$ cat config.mk
export PLATFORM = sky130hd
export DESIGN_NAME = uart_tx_fifo
export DESIGN_NICKNAME = d
export VERILOG_FILES = /design/src/rtl/vga_pkg.sv /design/src/rtl/uart_tx_fifo_sync_fifo.sv /design/src/rtl/uart_tx_fifo.sv
export SDC_FILE = /design/constraint.sdc
export NUM_CORES = 1
export LEC_CHECK = 0
export CAP_MARGIN = 25
export CORE_ASPECT_RATIO = 1.2
export CORE_MARGIN = 8
export CORE_UTILIZATION = 55
export DETAILED_ROUTE_END_ITERATION = 6
export DONT_BUFFER_PORTS = 1
export HOLD_SLACK_MARGIN = 0.05
export PLACE_DENSITY_LB_ADDON = 0.25
export SLEW_MARGIN = 20
export SYNTH_ARGS = -nofsm -noshare
export SYNTH_HDL_FRONTEND = slang
export SYNTH_SLANG_ARGS = --single-unit
$ cat constraint.sdc
create_clock -name clk_i -period 7.5 [get_ports clk_i]
set_clock_uncertainty 0.05 [all_clocks]
set_input_delay 2.25 -clock clk_i [delete_from_list [all_inputs] [get_ports clk_i]]
set_output_delay 2.25 -clock clk_i [all_outputs]
set_load 0.02 [all_outputs]
$ cat src/rtl/vga_pkg.sv
// Shared definitions for the host serial link and text-mode VGA controller.
// Holds the UART frame constants and the transmitter state encoding.
package vga_pkg;
    localparam int CLKS_PER_BIT_DEF = 217;
    localparam int UART_DATA_BITS   = 8;
    localparam int UART_STOP_BITS   = 1;

    typedef enum logic [1:0] {
        TX_IDLE  = 2'd0,
        TX_START = 2'd1,
        TX_DATA  = 2'd2,
        TX_STOP  = 2'd3
    } tx_state_t;
endpackage

$ cat src/rtl/uart_tx_fifo_sync_fifo.sv
// Circular synchronous FIFO with registered occupancy count.
// The head entry is presented combinationally so a pop consumes it on the same edge.
module sync_fifo #(
    parameter int WIDTH = 8,
    parameter int DEPTH = 4
) (
    input  logic                     clk,
    input  logic                     rst,
    input  logic                     push,
    input  logic [WIDTH-1:0]         wdata,
    input  logic                     pop,
    output logic [WIDTH-1:0]         rdata,
    output logic                     full,
    output logic                     empty,
    output logic [$clog2(DEPTH):0]   count
);
    localparam int AW = $clog2(DEPTH);
    localparam logic [AW:0] FULL_CNT = (AW + 1)'(DEPTH);

    logic [WIDTH-1:0] mem [DEPTH];
    logic [AW-1:0]    wr_ptr;
    logic [AW-1:0]    rd_ptr;
    logic             do_push;
    logic             do_pop;

    assign full    = (count == FULL_CNT);
    assign empty   = (count == '0);
    assign do_push = push && !full;
    assign do_pop  = pop && !empty;
    assign rdata   = mem[rd_ptr];

    // Depth is a power of two, so pointer overflow is the modulo wrap.
    always_ff @(posedge clk) begin
        if (rst) begin
            wr_ptr <= '0;
            rd_ptr <= '0;
            count  <= '0;
        end else begin
            if (do_push) wr_ptr <= wr_ptr + 1'b1;
            if (do_pop)  rd_ptr <= rd_ptr + 1'b1;
            case ({do_push, do_pop})
                2'b10:   count <= count + 1'b1;
                2'b01:   count <= count - 1'b1;
                default: count <= count;
            endcase
        end
    end

    always_ff @(posedge clk) begin
        if (do_push) mem[wr_ptr] <= wdata;
    end
endmodule

$ cat src/rtl/uart_tx_fifo.sv
// Buffered 8N1 UART transmitter: bytes enter a small FIFO over valid/ready
// and are serialised LSB-first on a registered, idle-high tx line.
module uart_tx_fifo
    import vga_pkg::*;
#(
    parameter int CLKS_PER_BIT = CLKS_PER_BIT_DEF,
    parameter int FIFO_DEPTH   = 4
) (
    input  logic       clk_i,
    input  logic       rst_i,
    input  logic [7:0] data_i,
    input  logic       valid_i,
    output logic       ready_o,
    output logic       tx_o,
    output logic       busy_o
);
    localparam int BAUD_W = $clog2(CLKS_PER_BIT);
    localparam int BIT_W  = $clog2(UART_DATA_BITS);
    localparam int CNT_W  = $clog2(FIFO_DEPTH) + 1;
    localparam logic [BAUD_W-1:0] BAUD_LAST = BAUD_W'(CLKS_PER_BIT - 1);
    localparam logic [BIT_W-1:0]  BIT_LAST  = BIT_W'(UART_DATA_BITS - 1);

    tx_state_t         state;
    logic [BAUD_W-1:0] baud;
    logic [BIT_W-1:0]  bit_idx;
    logic [7:0]        shift;
    logic [7:0]        head;
    logic              full;
    logic              empty;
    logic [CNT_W-1:0]  count;
    logic              push;
    logic              pop;
    logic              bit_end;

    assign bit_end = (baud == BAUD_LAST);
    assign ready_o = !full;
    assign push    = valid_i && ready_o;
    // Popping on the last stop cycle lets the next start bit follow with no idle gap.
    assign pop     = !empty && ((state == TX_IDLE) || (state == TX_STOP && bit_end));
    assign busy_o  = (state != TX_IDLE) || (count != '0);

    sync_fifo #(
        .WIDTH (8),
        .DEPTH (FIFO_DEPTH)
    ) u_fifo (
        .clk   (clk_i),
        .rst   (rst_i),
        .push  (push),
        .wdata (data_i),
        .pop   (pop),
        .rdata (head),
        .full  (full),
        .empty (empty),
        .count (count)
    );

    // tx_o is loaded with the level of the bit being entered, keeping it a true register.
    always_ff @(posedge clk_i) begin
        if (rst_i) begin
            state   <= TX_IDLE;
            baud    <= '0;
            bit_idx <= '0;
            tx_o    <= 1'b1;
        end else begin
            case (state)
                TX_IDLE: begin
                    if (pop) begin
                        state   <= TX_START;
                        baud    <= '0;
                        bit_idx <= '0;
                        tx_o    <= 1'b0;
                    end
                end
                TX_START: begin
                    if (bit_end) begin
                        state <= TX_DATA;
                        baud  <= '0;
                        tx_o  <= shift[0];
                    end else begin
                        baud <= baud + 1'b1;
                    end
                end
                TX_DATA: begin
                    if (bit_end) begin
                        baud    <= '0;
                        bit_idx <= bit_idx + 1'b1;
                        if (bit_idx == BIT_LAST) begin
                            state <= TX_STOP;
                            tx_o  <= 1'b1;
                        end else begin
                            tx_o <= shift[1];
                        end
                    end else begin
                        baud <= baud + 1'b1;
                    end
                end
                TX_STOP: begin
                    if (bit_end) begin
                        baud    <= '0;
                        bit_idx <= '0;
                        if (pop) begin
                            state <= TX_START;
                            tx_o  <= 1'b0;
                        end else begin
                            state <= TX_IDLE;
                            tx_o  <= 1'b1;
                        end
                    end else begin
                        baud <= baud + 1'b1;
                    end
                end
                default: begin
                    state <= TX_IDLE;
                    tx_o  <= 1'b1;
                end
            endcase
        end
    end

    always_ff @(posedge clk_i) begin
        if (pop) begin
            shift <= head;
        end else if (state == TX_DATA && bit_end) begin
            shift <= {1'b0, shift[7:1]};
        end
    end
endmodule
==> summary.md <==
| Metric | Value |
|---|---|
| Outcome | `finished clean` |
| Routed wire length | `4990 um` |
| Width of the die | `about 82 um` |
| Fmax | `roughly 240 MHz` |
| Max_cap viols | `0` |
| Hold Path Cell Cnt | `1` |
| Register area share after synthesis | `57.2%` |
| Synth area leader | `edfxtp_1` |
| DR WL/cell | `approximately 18 um` |
| CTS buffer count | `9` |
| Critical Path Start | `state[0]$_SDFFE_PP0P_` |
| Fraction of registers with async set/reset | `0%` |
| Setup TNS | `0 ns` |
| Reg2reg end | `u_fifo.count[2]$_SDFFE_PP0P_` |
| WP depth | `4` |
| Post-synth EDFFs | `40` |
| Core Footprint | `slightly above 0.005 mm^2` |
| Die area | `0.00788 mm^2` |
| PortBufs | `0` |
| Layout cells sized above 1 | `18.4%` |
| Top FF cell, synth | `edfxtp_1` |
| Largest net degree at the start of global routing | `23` |
| Hpwl dp | `3550 um` |
| WP data arrival | `around 1.9 ns` |
| Crit-path cells | `inv_1 -> ha_1 -> nor4b_4 -> inv_2` |
| Syn Area/Cell | `13.8 um^2` |
| Chip Height | `95.6 um` |
| Post-cts repair resize count | `0` |
| Critical path data required time | `5.20 ns` |
| End of the critical path | `busy_o` |
| Buffers & Inverters on Critical Path | `2` |
| Setup crit start kind | `register` |
| Clock slew at reported path FFs | `0.07 ns` |
| CP Capture Type | `primary output` |
| Period utilization | `about 56%` |
| Number of top-level pins | `14` |
| FP Rows | `29` |
| Area contributors post-synth | `edfxtp_1 (41%), dfxtp_1 (16%), mux4_2 (6.2%)` |
| Path type of the worst setup path | `reg2out` |
| Crit path time final | `4.17 ns` |
| Clk sinks | `63` |
| Share of the synthesized area in the top cell type | `41.3%` |
| Worst path top cell family by delay | `adder cells` |
| Final net count | `238` |
| Relative slew slack | `49.1%` |
| RePlAce Congestion | `approximately 0.86` |
| Post-CTS Setup Inserts | `0` |
| Crit-path max FO | `10` |
| Antenna violations before repair | `0` |
| Ant diodes | `0` |
| TritonCTS clock tree | `yes` |
| R2r setup slk | `4.52 ns` |
| Worst hold-check path type | `reg2reg` |
| Leak | `1.12 nW` |
| Post-Synthesis Cells | `211` |
| Post-synthesis register bit count | `63` |
| Syn Nets | `237` |
| Total GRT Usage | `14.2%` |
| Setup-failing EPs final | `0` |
| Pwr/cell area | `389 mW/mm^2` |
| Mapped cell area | `roughly 0.0029 mm^2` |
| Grt ovf | `0` |
| First-pass GRT wire length | `8260 um` |
| Final hold vios | `0` |
| Root buffer cell | `clkbuf_8` |
| Final Max Slew Viols | `0` |
| Initial DRC Count | `81` |
| Initial core utilization | `56.0%` |
| Reg2reg start | `baud[0]$_SDFFE_PP0P_` |
| Vias | `1,682` |
| Distinct cells, synth | `50` |
| Worst path max stage delay | `~0.42 ns` |
| First-pass DRT Iterations | `5` |
| Worst-margin pin slew | `0.763 ns` |
| DRT antenna net count | `0` |
| FF-to-FF path depth | `10` |
| Clock Latency Late Sink | `around 0.33 ns` |
| Worst VDD drop | `around 260 uV` |
| YS warnings | `0` |
| Vias in the first global route | `roughly 1,800` |
| Placed Area | `0.00291 mm^2` |
| RSZ-0062 raised after global routing | `false` |
| H-tree depth | `3` |
| Critical-path top delay cell | `ha_1` |
| Finished Cell Area | `0.00312 mm^2` |
| Area delta synth->final | `7.49%` |
| CTS max path bufs | `2` |
| Post-CTS Hold Buffers | `0` |
| Via density | `6.03` |
| Fillers | `413` |
| Drt drc | `0` |
stage by stage:
stage	hold slack (ns)	power, mW	setup slack (ns)	cells	util [%]
3_3_place_gp	0.409	0.886	3.74	263	56.1
6_report	0.422	1.22	3.33	279	60.2
3_5_place_dp	0.417	0.910	3.64	263	56.1
2_1_floorplan	0.389	0.843	3.77	211	-
5_1_grt	0.439	1.28	3.24	279	60.2
4_1_cts	0.426	1.22	3.32	279	60.2
routing by layer:
metal / vias to the layer above / global-route usage (%) / share of wire (%)
li1: 807 / - / -
met4: 0 / 8.21 / 2.1
met5: - / 0 / 0
met1: 827 / 15.2 / 42
met3: 10 / 5.09 / 4.7
met2: 38 / 23.5 / 51
kinds of logic (layout without fill, tap and decap cells):
group	count (synthesis)	after routing	share of synthesized area [%]
AO/OA/AOI/OAI	41	41	10.1
adder cells (fa/ha/maj)	15	15	6.72
AND/OR/NAND/NOR	50	50	10.1
XOR/XNOR	3	3	0.904
buffers and inverters	20	26	3.79
multiplexers	19	19	11.3
flip-flops	63	63	57.2
state kept, by name, summed over array words and instances, names as in the netlist, named ones only:
signal         count
tx_o               1
bit_idx            3
u_fifo.mem        32
shift              8
u_fifo.rd_ptr      2
baud               8
u_fifo.count       3
state              2
u_fifo.wr_ptr      2
worst min-delay path by stage:
stage / startpoint / end
after floorplan: baud[7]$_SDFFE_PP0P_ / baud[7]$_SDFFE_PP0P_
after global placement: baud[7]$_SDFFE_PP0P_ / baud[7]$_SDFFE_PP0P_
after detailed placement: baud[7]$_SDFFE_PP0P_ / baud[7]$_SDFFE_PP0P_
after CTS: baud[7]$_SDFFE_PP0P_ / baud[7]$_SDFFE_PP0P_
after global routing: baud[7]$_SDFFE_PP0P_ / baud[7]$_SDFFE_PP0P_
final: baud[7]$_SDFFE_PP0P_ / baud[7]$_SDFFE_PP0P_
final cells by class:
class                           count  area (um^2)  area share [%]
Inverter                           10         37.5            1.20
Clock inverter                      6         85.1            2.72
Clock buffer                       10          128            4.08
Multi-Input combinational cell    128         1130            36.3
Tap cell                           62         77.6            2.48
Sequential cell                    63         1660            53.2
power by group:
group / total (mW) / switching (mW) / internal (mW)
sequential: 0.511 / 0.0541 / 0.457
clock: 0.311 / 0.125 / 0.186
combinational: 0.393 / 0.211 / 0.183
total: 1.22 / 0.390 / 0.825
cell usage after synthesis, types with 3 or more instances:
master,count
a21oi_1,11
a311oi_1,6
and3_1,5
buf_6,4
clkbuf_1,3
dfxtp_1,23
edfxtp_1,40
ha_1,14
inv_1,9
mux2_4,7
mux4_2,8
nand2_1,7
nand3_1,4
nor2_1,13
o21ai_0,9
or3_1,3
cell usage in the layout, fill, tap and decap left out, types with 3 or more instances in the layout:
master / count
mux4_2: 8
nand2_1: 7
mux2_4: 7
o21ai_0: 9
edfxtp_1: 40
ha_1: 14
a21oi_1: 11
and3_1: 5
nand3_1: 4
or3_1: 3
nor2_1: 13
inv_1: 9
dfxtp_1: 23
a311oi_1: 6
clkbuf_8: 9
No activity file was read; power rests on OpenSTA's default activity.
